`src/rtl/display_scan_pkg.sv`:
```
// Shared display constants: 6-bit word layout, symbol codes and the scan FSM state type.
// The game FSM imports this same package to build its display words.
package display_pkg;

  localparam int WORD_W     = 6;
  localparam int NUM_DIGITS = 8;

  localparam int EN_BIT   = 5;
  localparam int CODE_MSB = 4;
  localparam int CODE_LSB = 1;
  localparam int DP_BIT   = 0;

  localparam logic [3:0] SYM_L = 4'hA;
  localparam logic [3:0] SYM_J = 4'hB;
  localparam logic [3:0] SYM_U = 4'hC;
  localparam logic [3:0] SYM_P = 4'hD;
  localparam logic [3:0] SYM_E = 4'hE;
  localparam logic [3:0] SYM_R = 4'hF;

  typedef logic [WORD_W-1:0] disp_word_t;

  typedef enum logic {
    BLANK = 1'b0,
    SHOW  = 1'b1
  } scan_state_t;

  function automatic logic [3:0] word_code(input disp_word_t w);
    return w[CODE_MSB:CODE_LSB];
  endfunction

endpackage

```
`src/rtl/display_scan_if.sv`:
```
// Game-core to display-driver bundle: eight display words in, board pin levels out.
// master = game core side, slave = display_scan.
interface display_scan_if;
  import display_pkg::*;

  disp_word_t d1, d2, d3, d4, d5, d6, d7, d8;
  logic [7:0] an;
  logic [7:0] seg;
  logic       frame_tick;

  modport master (
    output d1, d2, d3, d4, d5, d6, d7, d8,
    input  an, seg, frame_tick
  );

  modport slave (
    input  d1, d2, d3, d4, d5, d6, d7, d8,
    output an, seg, frame_tick
  );
endinterface

```
`src/rtl/seg7_decode.sv`:
```
// Symbol code to active-low segment pattern {g,f,e,d,c,b,a}.
module seg7_decode
  import display_pkg::*;
(
  input  logic [3:0] code_i,
  output logic [6:0] seg_n_o
);

  // NOTE: a full case plus a default keeps this block free of inferred latches.
  always_comb begin
    seg_n_o = 7'h7F;
    unique case (code_i)
      4'h0:  seg_n_o = 7'h40;
      4'h1:  seg_n_o = 7'h79;
      4'h2:  seg_n_o = 7'h24;
      4'h3:  seg_n_o = 7'h30;
      4'h4:  seg_n_o = 7'h19;
      4'h5:  seg_n_o = 7'h12;
      4'h6:  seg_n_o = 7'h02;
      4'h7:  seg_n_o = 7'h78;
      4'h8:  seg_n_o = 7'h00;
      4'h9:  seg_n_o = 7'h10;
      SYM_L: seg_n_o = 7'h47;
      SYM_J: seg_n_o = 7'h61;
      SYM_U: seg_n_o = 7'h41;
      SYM_P: seg_n_o = 7'h0C;
      SYM_E: seg_n_o = 7'h06;
      SYM_R: seg_n_o = 7'h2F;
      default: seg_n_o = 7'h7F;
    endcase
  end

endmodule

```
`src/rtl/display_scan.sv`:
```
// Eight-digit 7-segment scanner: per-frame snapshot of the display words,
// per-slot blanking against ghosting, registered active-low pin outputs.
module display_scan
  import display_pkg::*;
#(
  parameter int CLK_DIV      = 100_000,
  parameter int BLANK_CYCLES = 4
) (
  input  logic           clock,
  input  logic           reset,
  display_scan_if.slave  bus
);

  localparam int DIV_W = (CLK_DIV > 1) ? $clog2(CLK_DIV) : 1;

  logic [DIV_W-1:0] div_q, div_d;
  logic [2:0]       idx_q, idx_d;
  scan_state_t      state_q, state_d;
  disp_word_t       snap_q [NUM_DIGITS];
  disp_word_t       words  [NUM_DIGITS];
  logic [7:0]       an_q, an_d;
  logic [7:0]       seg_q, seg_d;
  logic             tick_q;

  logic             div_wrap;
  logic             frame_wrap;
  disp_word_t       cur_word;
  logic [6:0]       cur_seg_n;

  assign words[0] = bus.d1;
  assign words[1] = bus.d2;
  assign words[2] = bus.d3;
  assign words[3] = bus.d4;
  assign words[4] = bus.d5;
  assign words[5] = bus.d6;
  assign words[6] = bus.d7;
  assign words[7] = bus.d8;

  assign div_wrap   = (div_q == DIV_W'(CLK_DIV - 1));
  assign frame_wrap = div_wrap && (idx_q == 3'd7);
  assign cur_word   = snap_q[idx_q];

  seg7_decode u_decode (
    .code_i  (word_code(cur_word)),
    .seg_n_o (cur_seg_n)
  );

  always_comb begin
    div_d   = div_wrap ? '0 : div_q + DIV_W'(1);
    idx_d   = div_wrap ? idx_q + 3'd1 : idx_q;
    state_d = state_q;
    unique case (state_q)
      BLANK: if (div_q == DIV_W'(BLANK_CYCLES - 1)) state_d = SHOW;
      SHOW:  if (div_wrap)                          state_d = BLANK;
      default:                                      state_d = BLANK;
    endcase
  end

  // Outputs are a function of the current counters; registering them gives the one-cycle lag.
  always_comb begin
    an_d  = 8'hFF;
    seg_d = 8'hFF;
    if (state_q == SHOW && cur_word[EN_BIT]) begin
      an_d  = ~(8'b1 << idx_q);
      seg_d = {cur_word[DP_BIT], cur_seg_n};
    end
  end

  // NOTE: sequential state uses non-blocking assignments so every register samples pre-edge values.
  always_ff @(posedge clock or negedge reset) begin
    if (!reset) begin
      div_q   <= '0;
      idx_q   <= '0;
      state_q <= BLANK;
      an_q    <= 8'hFF;
      seg_q   <= 8'hFF;
      tick_q  <= 1'b0;
    end else begin
      div_q   <= div_d;
      idx_q   <= idx_d;
      state_q <= state_d;
      an_q    <= an_d;
      seg_q   <= seg_d;
      tick_q  <= frame_wrap;
    end
  end

  // NOTE: the snapshot bank is reset so digits stay dark until the first frame boundary.
  always_ff @(posedge clock or negedge reset) begin
    if (!reset) begin
      for (int i = 0; i < NUM_DIGITS; i++) snap_q[i] <= '0;
    end else if (frame_wrap) begin
      for (int i = 0; i < NUM_DIGITS; i++) snap_q[i] <= words[i];
    end
  end

  assign bus.an         = an_q;
  assign bus.seg        = seg_q;
  assign bus.frame_tick = tick_q;

endmodule

```
`src/flat_wrapper.sv`:
```
// flat-port wrapper written by rule: the top's interface ports become plain ports
module display_scan_flat import display_pkg::*;
#(
  parameter int CLK_DIV      = 100_000,
  parameter int BLANK_CYCLES = 4
)
  (clock, reset, bus_d1, bus_d2, bus_d3, bus_d4, bus_d5, bus_d6, bus_d7, bus_d8, bus_an, bus_seg, bus_frame_tick);
  display_scan_if bus_i ();
  input  logic clock;
  input  logic reset;
  input wire logic [$bits(bus_i.d1)-1:0] bus_d1;
  input wire logic [$bits(bus_i.d2)-1:0] bus_d2;
  input wire logic [$bits(bus_i.d3)-1:0] bus_d3;
  input wire logic [$bits(bus_i.d4)-1:0] bus_d4;
  input wire logic [$bits(bus_i.d5)-1:0] bus_d5;
  input wire logic [$bits(bus_i.d6)-1:0] bus_d6;
  input wire logic [$bits(bus_i.d7)-1:0] bus_d7;
  input wire logic [$bits(bus_i.d8)-1:0] bus_d8;
  output wire logic [$bits(bus_i.an)-1:0] bus_an;
  output wire logic [$bits(bus_i.seg)-1:0] bus_seg;
  output wire logic [$bits(bus_i.frame_tick)-1:0] bus_frame_tick;
  assign bus_i.d1 = bus_d1;
  assign bus_i.d2 = bus_d2;
  assign bus_i.d3 = bus_d3;
  assign bus_i.d4 = bus_d4;
  assign bus_i.d5 = bus_d5;
  assign bus_i.d6 = bus_d6;
  assign bus_i.d7 = bus_d7;
  assign bus_i.d8 = bus_d8;
  assign bus_an = bus_i.an;
  assign bus_seg = bus_i.seg;
  assign bus_frame_tick = bus_i.frame_tick;
  display_scan #(.CLK_DIV(CLK_DIV), .BLANK_CYCLES(BLANK_CYCLES)) u_core (.clock(clock), .reset(reset), .bus(bus_i));
endmodule
```
`config.mk`:
```
export PLATFORM = sky130hd
export DESIGN_NAME = display_scan_flat
export DESIGN_NICKNAME = d
export VERILOG_FILES = /design/src/rtl/display_scan_pkg.sv /design/src/rtl/display_scan_if.sv /design/src/rtl/seg7_decode.sv /design/src/rtl/display_scan.sv /design/src/flat_wrapper.sv
export SDC_FILE = /design/constraint.sdc
export NUM_CORES = 1
export LEC_CHECK = 0
export BUFFER_PORTS_ARGS = -buffer_cell sky130_fd_sc_hd__buf_2
export CAP_MARGIN = 15
export CORE_MARGIN = 2
export CORE_UTILIZATION = 55
export CTS_BUF_LIST = sky130_fd_sc_hd__clkbuf_4 sky130_fd_sc_hd__clkbuf_8
export DETAILED_ROUTE_END_ITERATION = 16
export PLACE_DENSITY_LB_ADDON = 0.12
export RECOVER_POWER = 50
export SETUP_SLACK_MARGIN = 0.1
export SYNTH_ARGS = -nofsm -noshare
export SYNTH_HDL_FRONTEND = slang
export SYNTH_HIERARCHICAL = 1
export SYNTH_SLANG_ARGS = --single-unit
export TNS_END_PERCENT = 1
```
`constraint.sdc`:
```
create_clock -name clock -period 3.4 [get_ports clock]
set_input_delay 0.68 -clock clock [delete_from_list [all_inputs] [get_ports clock]]
set_output_delay 0.68 -clock clock [all_outputs]
set_load 0.01 [all_outputs]
```
; ---- Word level (Yosys, flattened, before mapping)
; Memories as Yosys holds them, arrays and structs flattened.
; Index checks and enable logic that the tools add are counted.
[op_classes]
n_lt_le_gt_ge = 1
addsub = 2
eq_ne = 3
shift = 1
reduce_logical = 2
muxes = 9
bitwise_logic = 3
[ops]
columns = operator, count
row1 = binary-select mux 6 bit (select 3 bit), 1
row2 = adder 17 x 1 -> 17 bit (second input constant), 1
row3 = == test 17 bit (second input constant), 1
row4 = == test 17 x 2 -> 1 bit (second input constant), 1
row5 = 2-to-1 mux 17 bit, 1
row6 = 2-to-1 mux 8 bit, 2
row7 = 2-to-1 mux 6 bit, 2
row8 = inverter 8 bit, 1
row9 = << shifter 1 x 3 -> 8 bit (first input constant), 1
row10 = >= comparator 4 bit (second input constant), 1
row11 = inverter 3 -> 4 bit, 1
row12 = adder 3 x 1 -> 3 bit (second input constant), 1
row13 = == test 3 bit (second input constant), 1
row14 = logical AND 1 bit, 2
row15 = 2-to-1 mux 1 bit, 2
row16 = case mux 1 bit (2 select lines), 1
row17 = inverter 1 bit, 1
[totals]
memories = 1
elab_cells = 36
reg_bits = 86
rom_bits = 112
output_inout_bits = 17
in_bits = 50
[mem_list]
columns = name, depth, word_bits, read_ports, rd_ports_with_merged_regs, wr, line
row1 = (no name shown), 16, 7, 1, 0, 0, seg7_decode.sv:12  ; unique case (code_i)

; ---- Logic depth before layout (Yosys ltp)
; Gate-level depths: netlist (run 1).
[logic_depth]
depth_word = 6
depth_mapped = 10
depth_no_buf = 9

; ---- Hierarchy
; The synthesis (run 1) kept the hierarchy.
[modules_own_cells]
columns = module, n_inst, seq_area_each_um2, area_each_um2, cells_per_inst
row1 = display_scan, 1, 2172.1, 3854.9, 275
row2 = seg7_decode, 1, 0.0, 246.5, 37

; ---- Least setup slack after synthesis (run 1)
; OpenSTA, ideal clock, no wires.
[synth_timing]
path_type = register -> register
startpoint = reg u_core.idx_q[0]
endpoint = reg u_core.seg_q[0] (netlist: u_core/bus.seg[0])
slack_ps = 708
required_ps = 3316
arrival_ps = 2607
path_stages_with_launch = 10
period_less_slack_ps = 2692
path_cell_list = dfrtp_1 -> buf_1 -> mux4_2 -> nand2_1 -> nand2_1 -> ha_1 -> nor2b_1 -> a211oi_1 -> a21oi_1 -> or2_2
[synth_via]
elab_chain_len = 6
elab_cells_between_ends = 7
classes_between = 4 x mux / 1 x bitwise / 1 x reduce/logical / 1 x memory
[synth_lines]
columns = element, line
row1 = "start, declared", display_scan.sv:17  ; logic [2:0] idx_q, idx_d;
row2 = "start signal, assigned", display_scan.sv:80  ; idx_q <= idx_d;
row3 = inverter 3 -> 4 bit (not written as such), display_scan.sv:41  ; assign cur_word = snap_q[idx_q];
row4 = binary-select mux 6 bit (select 3 bit), display_scan.sv:41
row5 = 2-to-1 mux 6 bit (not written as such) (2 in a row), display_scan.sv:41
row6 = via u_core.cur_word[1], display_scan.sv:27  ; disp_word_t cur_word;
row7 = memory (16 x 7 bit), -
row8 = via u_core.cur_seg_n[0], display_scan.sv:28  ; logic [6:0] cur_seg_n;
row9 = 2-to-1 mux 8 bit, display_scan.sv:63  ; if (state_q == SHOW && cur_word[EN_BIT]) begin
row10 = via u_core.seg_d[0], display_scan.sv:22  ; logic [7:0] seg_q, seg_d;
row11 = "end signal, assigned", display_scan.sv:83  ; seg_q <= seg_d;
row12 = "end, declared", display_scan.sv:22
; The timed path passes the listed nets, and every way through them passes these cells. The select of a mux whose other input is x is not followed.
; A chain may end at the register's enable or synchronous reset.

; ---- Final worst setup path (run 1)
[layout_timing]
startpoint = reg u_core.idx_q[1]
endpoint = reg u_core.seg_q[0] (netlist: u_core/bus.seg[0])
; Same word-level chain as after synthesis.

==> results of run 1 <==
worst max-delay path, stage by stage, from the launching register on:
cell and delay, ns:
dfrtp_1 0.74, mux4_2 0.32, nand2_1 0.06, nand2_1 0.22
inv_1 0.12, ha_1 0.19, nor2b_1 0.14, a211oi_1 0.24
a21oi_1 0.06, or2_2 0.31
worst min-delay path by stage:
stage               depth (start not counted)  slack, ns                               to
finish                                      1       0.51    u_core/snap_q[35]$_DFFE_PN0P_
global placement                            1       0.48         u_core/state_q$_DFF_PN0_
global route                                1       0.53    u_core/snap_q[43]$_DFFE_PN0P_
CTS                                         1       0.51         u_core/state_q$_DFF_PN0_
floorplan                                   0       0.38  u_core/bus.frame_tick$_DFF_PN0_
detailed placement                          1       0.49         u_core/state_q$_DFF_PN0_
cell usage in the layout, fill, tap and decap left out, drive strengths merged:
master | netlist | final
xnor2 | 12 | 12
clkbuf | 8 | 14
mux2 | 49 | 49
mux2i | 3 | 3
nor4 | 4 | 4
clkinv | 1 | 4
a21bo | 1 | 1
nor2b | 2 | 2
dfstp | 16 | 16
o22ai | 1 | 1
nand2 | 29 | 29
nand2b | 1 | 1
nand4 | 9 | 9
nand3 | 6 | 6
o21ai | 9 | 9
ha | 14 | 14
and3 | 4 | 4
or4 | 1 | 1
buf | 9 | 68
dfrtp | 70 | 70
nor2 | 20 | 20
a211oi | 2 | 2
xor2 | 4 | 4
mux4 | 12 | 12
or4b | 2 | 2
nor3 | 5 | 5
a21oi | 4 | 4
inv | 5 | 6
and4 | 2 | 2
or2 | 7 | 7
report_power, final:
| group | switching, W | internal (W) |
|---|---|---|
| clock | 0.000363 | 0.000306 |
| combinational | 0.0000633 | 0.0000760 |
| sequential | 0.0000179 | 0.00106 |
synthesized netlist by cell type (2+ instances only):
cell	number	area (um^2)
mux2_4	20	300
nand4_1	9	56.3
dfrtp_1	70	1750
nor2_1	20	75.1
a211oi_1	2	15.0
buf_1	2	7.51
or2_2	7	43.8
nor3_1	5	25.0
dfstp_2	16	420
mux4_2	12	270
nand2_1	28	105
and3_1	4	25.0
ha_1	14	175
nor2b_1	2	12.5
xor2_1	4	35.0
mux2_2	29	327
xnor2_1	12	105
clkbuf_1	8	30.0
buf_6	3	33.8
buf_2	3	15.0
a21oi_1	4	20.0
mux2i_1	3	30.0
inv_1	5	18.8
o21ai_0	9	45.0
and4_1	2	17.5
nand3_1	6	30.0
nor4_1	3	18.8
per-layer routing:
layer	vias up	track usage	part of all wire
li1	1220	-	-
met1	1239	0.274	0.48
met2	52	0.292	0.47
met3	8	0.0417	0.037
met4	0	0.0667	0.013
met5	-	0	0
cell type report:
type                            instances  area (um^2)  share of cell area
Sequential cell                        86         2170               0.463
Inverter                                6         22.5             0.00481
Tap cell                               99          124              0.0264
Timing Repair Buffer                   70          372              0.0793
Multi-Input combinational cell        203         1810               0.387
Clock inverter                          4         31.3             0.00667
Clock buffer                           12          153              0.0326
state kept, by name, summed over array words and instances, names as in the netlist:
signal	count
u_core/bus.an	8
u_core/idx_q	3
u_core/div_q	17
u_core/bus.seg	8
u_core/bus.frame_tick	1
u_core/snap_q	48
u_core/state_q	1
stage by stage:
| stage | std cells | power, W | utilization |
|---|---|---|---|
| 2_1_floorplan | 312 | 0.00117 | - |
| 3_3_place_gp | 464 | 0.00124 | 0.621 |
| 3_5_place_dp | 464 | 0.00124 | 0.621 |
| 4_1_cts | 480 | 0.00192 | 0.647 |
| 5_1_grt | 480 | 0.00198 | 0.646 |
| 6_report | 480 | 0.00189 | 0.646 |
cells by family after synthesis:
family	count (synthesis)	synth area share
and+or+nand+nor	92	0.116
DFF	86	0.530
muxes	64	0.226
buffers and inverters	23	0.0284
AOI/OAI and AO/OA	17	0.0235
xor gates and xnor gates	16	0.0342
adders and majority gates	14	0.0427
==> impl_metrics.toml, run 1 <==
[setup_path]
crit_type = "flop to flop"
start_kind = "flop"
rr_startpoint = "u_core/idx_q[1]$_DFFE_PN0N_"
rr_endpoint = "u_core/bus.seg[0]$_DFF_PN1_"
cp.required_ns = 3.67
rrSetupSlack_ns = 0.90
cp.arrival_ns = 2.77
crit_fanout = 15
startpoint = "u_core/idx_q[1]$_DFFE_PN0N_"
cp-end-kind = "flop"
crit_end = "u_core/bus.seg[0]$_DFF_PN1_"
rr_worst_depth = 9

[drt]
antenna_violating_nets_post_route = 0
finalWirelength_um = 7280
drc_errors = 0
num_vias = 2519
via_per_inst = 5.25
firstDrtPassIters = 4
initialDrtViolationCount = 86
wl_per_cell_um = 15.2

[placement]
portBuffers = 66
place.gp.congestion = 0.822
hpwl_um = 5170
placed_cell_area_um2 = 4510
pre_cts_slack_ns = 0.936

[floorplanning]
die_area_um2 = 8160
fp-row-count = 31
die_y_um = 90.4
core_um2 = 7250
pin_count = 67
start_util = 0.565
dieWidth_um = 90.4

[timing]
relSlewSlack = -0.349
finClkSkew_ns = 0.0147
min_period_over_period = 0.734
fmax_ghz = 0.401
setup_viol_count_final = 0
finalSetupTns_ns = 0
worstMarginPinSlew_ns = 2.02
fin_crit_ns = 2.50
hold_slack_ns = 0.510
hold_viol = 0
worst_slack_ns = 0.903
rsz0062_at_grt = "false"
finalMaxSlewViolations = 87

[clock_tree]
clockRootBuffer = "clkbuf_8"
holdBufCountCts = 0
htreeDepth = 3
insertion_delay_ns = 0.35
postCtsResizedCells = 0
clock_sinks = 86
path_clk_slew_ns = 0.09
cts.path.max_buffers = 2
post-cts-setup-buffer-count = 0
cts_tree = "done"
cts_buffers = 9

[logic_synthesis]
synthFlopType = "dfrtp_1"
ys_seq_area_frac = 0.530
syn_area_um2 = 4100
synth_edf_count = 0
syn-instance-count = 312
yosysWarnings = 6
synth-seq-cells = 86
synth_cell_types = 37
avgSynthCellArea_um2 = 13.1
async_flop_share = 1.00
syn-num-nets = 376

[hold_path]
holdCritStartpoint = "u_core/snap_q[35]$_DFFE_PN0P_"
hold_class = "flop to flop"

[pwr]
vdd.ir_drop.worst_mv = 0.253
leakagePower_nw = 2.14
cellPowerDensity_nw_per_um2 = 404

[final_layout]
drive_above_1_share = 0.457
finalInstanceArea_um2 = 4690
fillers = 578
area.growth.synth_to_final_pct = 14.3
diodes = 0
nNetsFinal = 440

[global_route]
grt_pass1_wl_um = 12400
grt_max_degree = 87
gr-total-overflow = 0
track_usage = 0.191
antenna_found_initial = 0
grt_pass1_vias = 2462

[outcome]
outcome = "complete, but fails checks"
failed_checks = "max-capacitance violations, max-slew violations"

[run]
cap_violations = 1
Power figures use the tool's default switching activity.
==> run 2: changes to the inputs <==
--- a/config.mk
+++ b/config.mk
@@ -8,7 +8,7 @@
 export BUFFER_PORTS_ARGS = -buffer_cell sky130_fd_sc_hd__buf_2
 export CAP_MARGIN = 15
 export CORE_MARGIN = 2
-export CORE_UTILIZATION = 55
+export CORE_UTILIZATION = 53
 export CTS_BUF_LIST = sky130_fd_sc_hd__clkbuf_4 sky130_fd_sc_hd__clkbuf_8
 export DETAILED_ROUTE_END_ITERATION = 16
 export PLACE_DENSITY_LB_ADDON = 0.12
==> constraint.sdc (replaced) <==
create_clock -name clock -period 2.1 [get_ports clock]
set_input_delay 0.42 -clock clock [delete_from_list [all_inputs] [get_ports clock]]
set_output_delay 0.42 -clock clock [all_outputs]
set_load 0.01 [all_outputs]
==> run 2 against run 1 <==
The flow finishes with violations (negative setup slack). Routed wire length is 11% higher. Sequential share of layout area down 3.7 points. Final area is 8.6% higher. Highest routed layer unchanged.
==> impl_metrics.toml, run 2 (synthesis gave the netlist of run 1 again) <==
[setup_path]
start_kind = "flop"
cp.required_ns = 2.38
cp.arrival_ns = 2.39
crit_type = "flop to flop"
cp-end-kind = "flop"
crit_fanout = 7
rrSetupSlack_ns = -0.01

[final_layout]
drive_above_1_share = 0.548
nNetsFinal = 473
reg_top3 = "u_core/snap_q (48), u_core/div_q (17)"
final_cell_mix = "dfrtp_1, buf_2, mux2_2"
largest_reg_flops = 48
diodes = 0
area.growth.synth_to_final_pct = 24.1
largest_register = "u_core/snap_q"
layout_commonest_cell = "dfrtp_1"
finalInstanceArea_um2 = 5090

[pwr]
leakagePower_nw = 2.33
cellPowerDensity_nw_per_um2 = 608
total_power_w = 0.00310
vdd.ir_drop.worst_mv = 0.419

[clock_tree]
htreeDepth = 3
cts.path.max_buffers = 2
cts_buffers = 9
clock_sinks = 86
cts_tree = "done"
clockRootBuffer = "clkbuf_8"
path_clk_slew_ns = 0.09
insertion_delay_ns = 0.35

[global_route]
grt_pass1_vias = 2778
gr-total-overflow = 0
track_usage = 0.201
antenna_found_initial = 0
grt_pass1_wl_um = 13200
grt_max_degree = 48

[outcome]
failed_checks = "negative setup slack"
outcome = "complete, but fails checks"

[drt]
finalWirelength_um = 8070
num_vias = 2701
firstDrtPassIters = 4
via_per_inst = 5.23
drc_errors = 0
wl_per_cell_um = 15.6
initialDrtViolationCount = 91
antenna_violating_nets_post_route = 0

[timing]
hold_viol = 0
relSlewSlack = 0.0968
finClkSkew_ns = 0.0111
setup_viol_count_final = 2
finalSetupTns_ns = -0.0132
fin_crit_ns = 2.11
rsz0062_at_grt = "true"
worstMarginPinSlew_ns = 1.35
fmax_ghz = 0.473
min_period_over_period = 1.01
worst_slack_ns = -0.0123
finalMaxSlewViolations = 0

[floorplanning]
die_y_um = 92.0
pin_count = 67
die_area_um2 = 8460
dieWidth_um = 92.0
core_um2 = 7610
fp-row-count = 32
start_util = 0.539

[placement]
placed_cell_area_um2 = 4790
portBuffers = 66
place.gp.congestion = 0.905
hpwl_um = 5820

[run]
cap_violations = 0

[hold_path]
hold_class = "primary input to flop"
-- run 2: cell count changes in the layout (fill, tap and decap cells not counted), moves of 4 or more --
| cell | before | now |
|---|---|---|
| buf_6 | 0 | 5 |
| nand2_2 | 1 | 7 |
| nand2_1 | 28 | 20 |
| ha_1 | 14 | 10 |
| buf_4 | 3 | 25 |
-- run 2: power breakdown --
part	switching (W)	leakage (nW)	internal, W
registers	0.0000290	1.01	0.00172
logic	0.000121	1.22	0.000150
clock network	0.000603	0.0889	0.000468
total	0.000754	2.33	0.00234
-- run 2: area by class of cell --
class | count | area, um^2
Sequential cell | 86 | 2170
Multi-Input combinational cell | 203 | 1910
Clock inverter | 6 | 46.3
Tap cell | 102 | 128
Timing Repair Buffer | 103 | 668
Clock buffer | 10 | 138
Inverter | 6 | 27.5
Fill cell | 599 | 2520
-- run 2: path summary, 6_finish.rpt --
kind                       depth (start not counted)                     startpoint                             to
setup / recovery                                   9    u_core/idx_q[0]$_DFFE_PN0N_    u_core/bus.seg[3]$_DFF_PN1_
hold / removal                                     2                      bus_d6[5]  u_core/snap_q[17]$_DFFE_PN0P_
setup reg to reg                                   9    u_core/idx_q[0]$_DFFE_PN0N_    u_core/bus.seg[3]$_DFF_PN1_
hold reg to reg                                    1  u_core/snap_q[14]$_DFFE_PN0P_  u_core/snap_q[14]$_DFFE_PN0P_
max in group asynchronous                          3                          reset    u_core/bus.seg[7]$_DFF_PN1_
min in group asynchronous                          2                          reset  u_core/snap_q[39]$_DFFE_PN0P_
-- run 2: timing repair --
item	4_1_cts	5_1_grt
pin swaps	3	6
hold endpoints to repair	21	0
buffers inserted	1	0
gates resized for setup	13	21
setup endpoints to repair	57	58
hold buffers	1	0
-- run 2: through the flow --
step                      setup WS (ns)   util  hold WS, ns  cells
after floorplan                  -0.138      -        0.124    312
after global placement          -0.0411  0.629        0.344    498
after detailed placement         -0.184  0.629        0.344    498
after CTS                       0.00312  0.661        0.273    516
after global routing            -0.0851  0.669        0.277    516
final                           -0.0123  0.669        0.288    516
-- run 2: routing by layer --
metal	vias up	part of all wire	global-route usage
met5	-	0	0
met4	0	0.019	0.0821
met3	14	0.042	0.0370
met2	73	0.48	0.308
met1	1328	0.46	0.286
li1	1286	-	-
-- run 2: worst max-delay path, cell delays in order (launching register included) --
cell	delay, ns
dfrtp_2	0.50
mux4_2	0.56
nand2_2	0.11
nand2_4	0.09
inv_4	0.10
ha_4	0.14
inv_1	0.06
a21oi_2	0.13
o21ai_0	0.07
or2_2	0.29
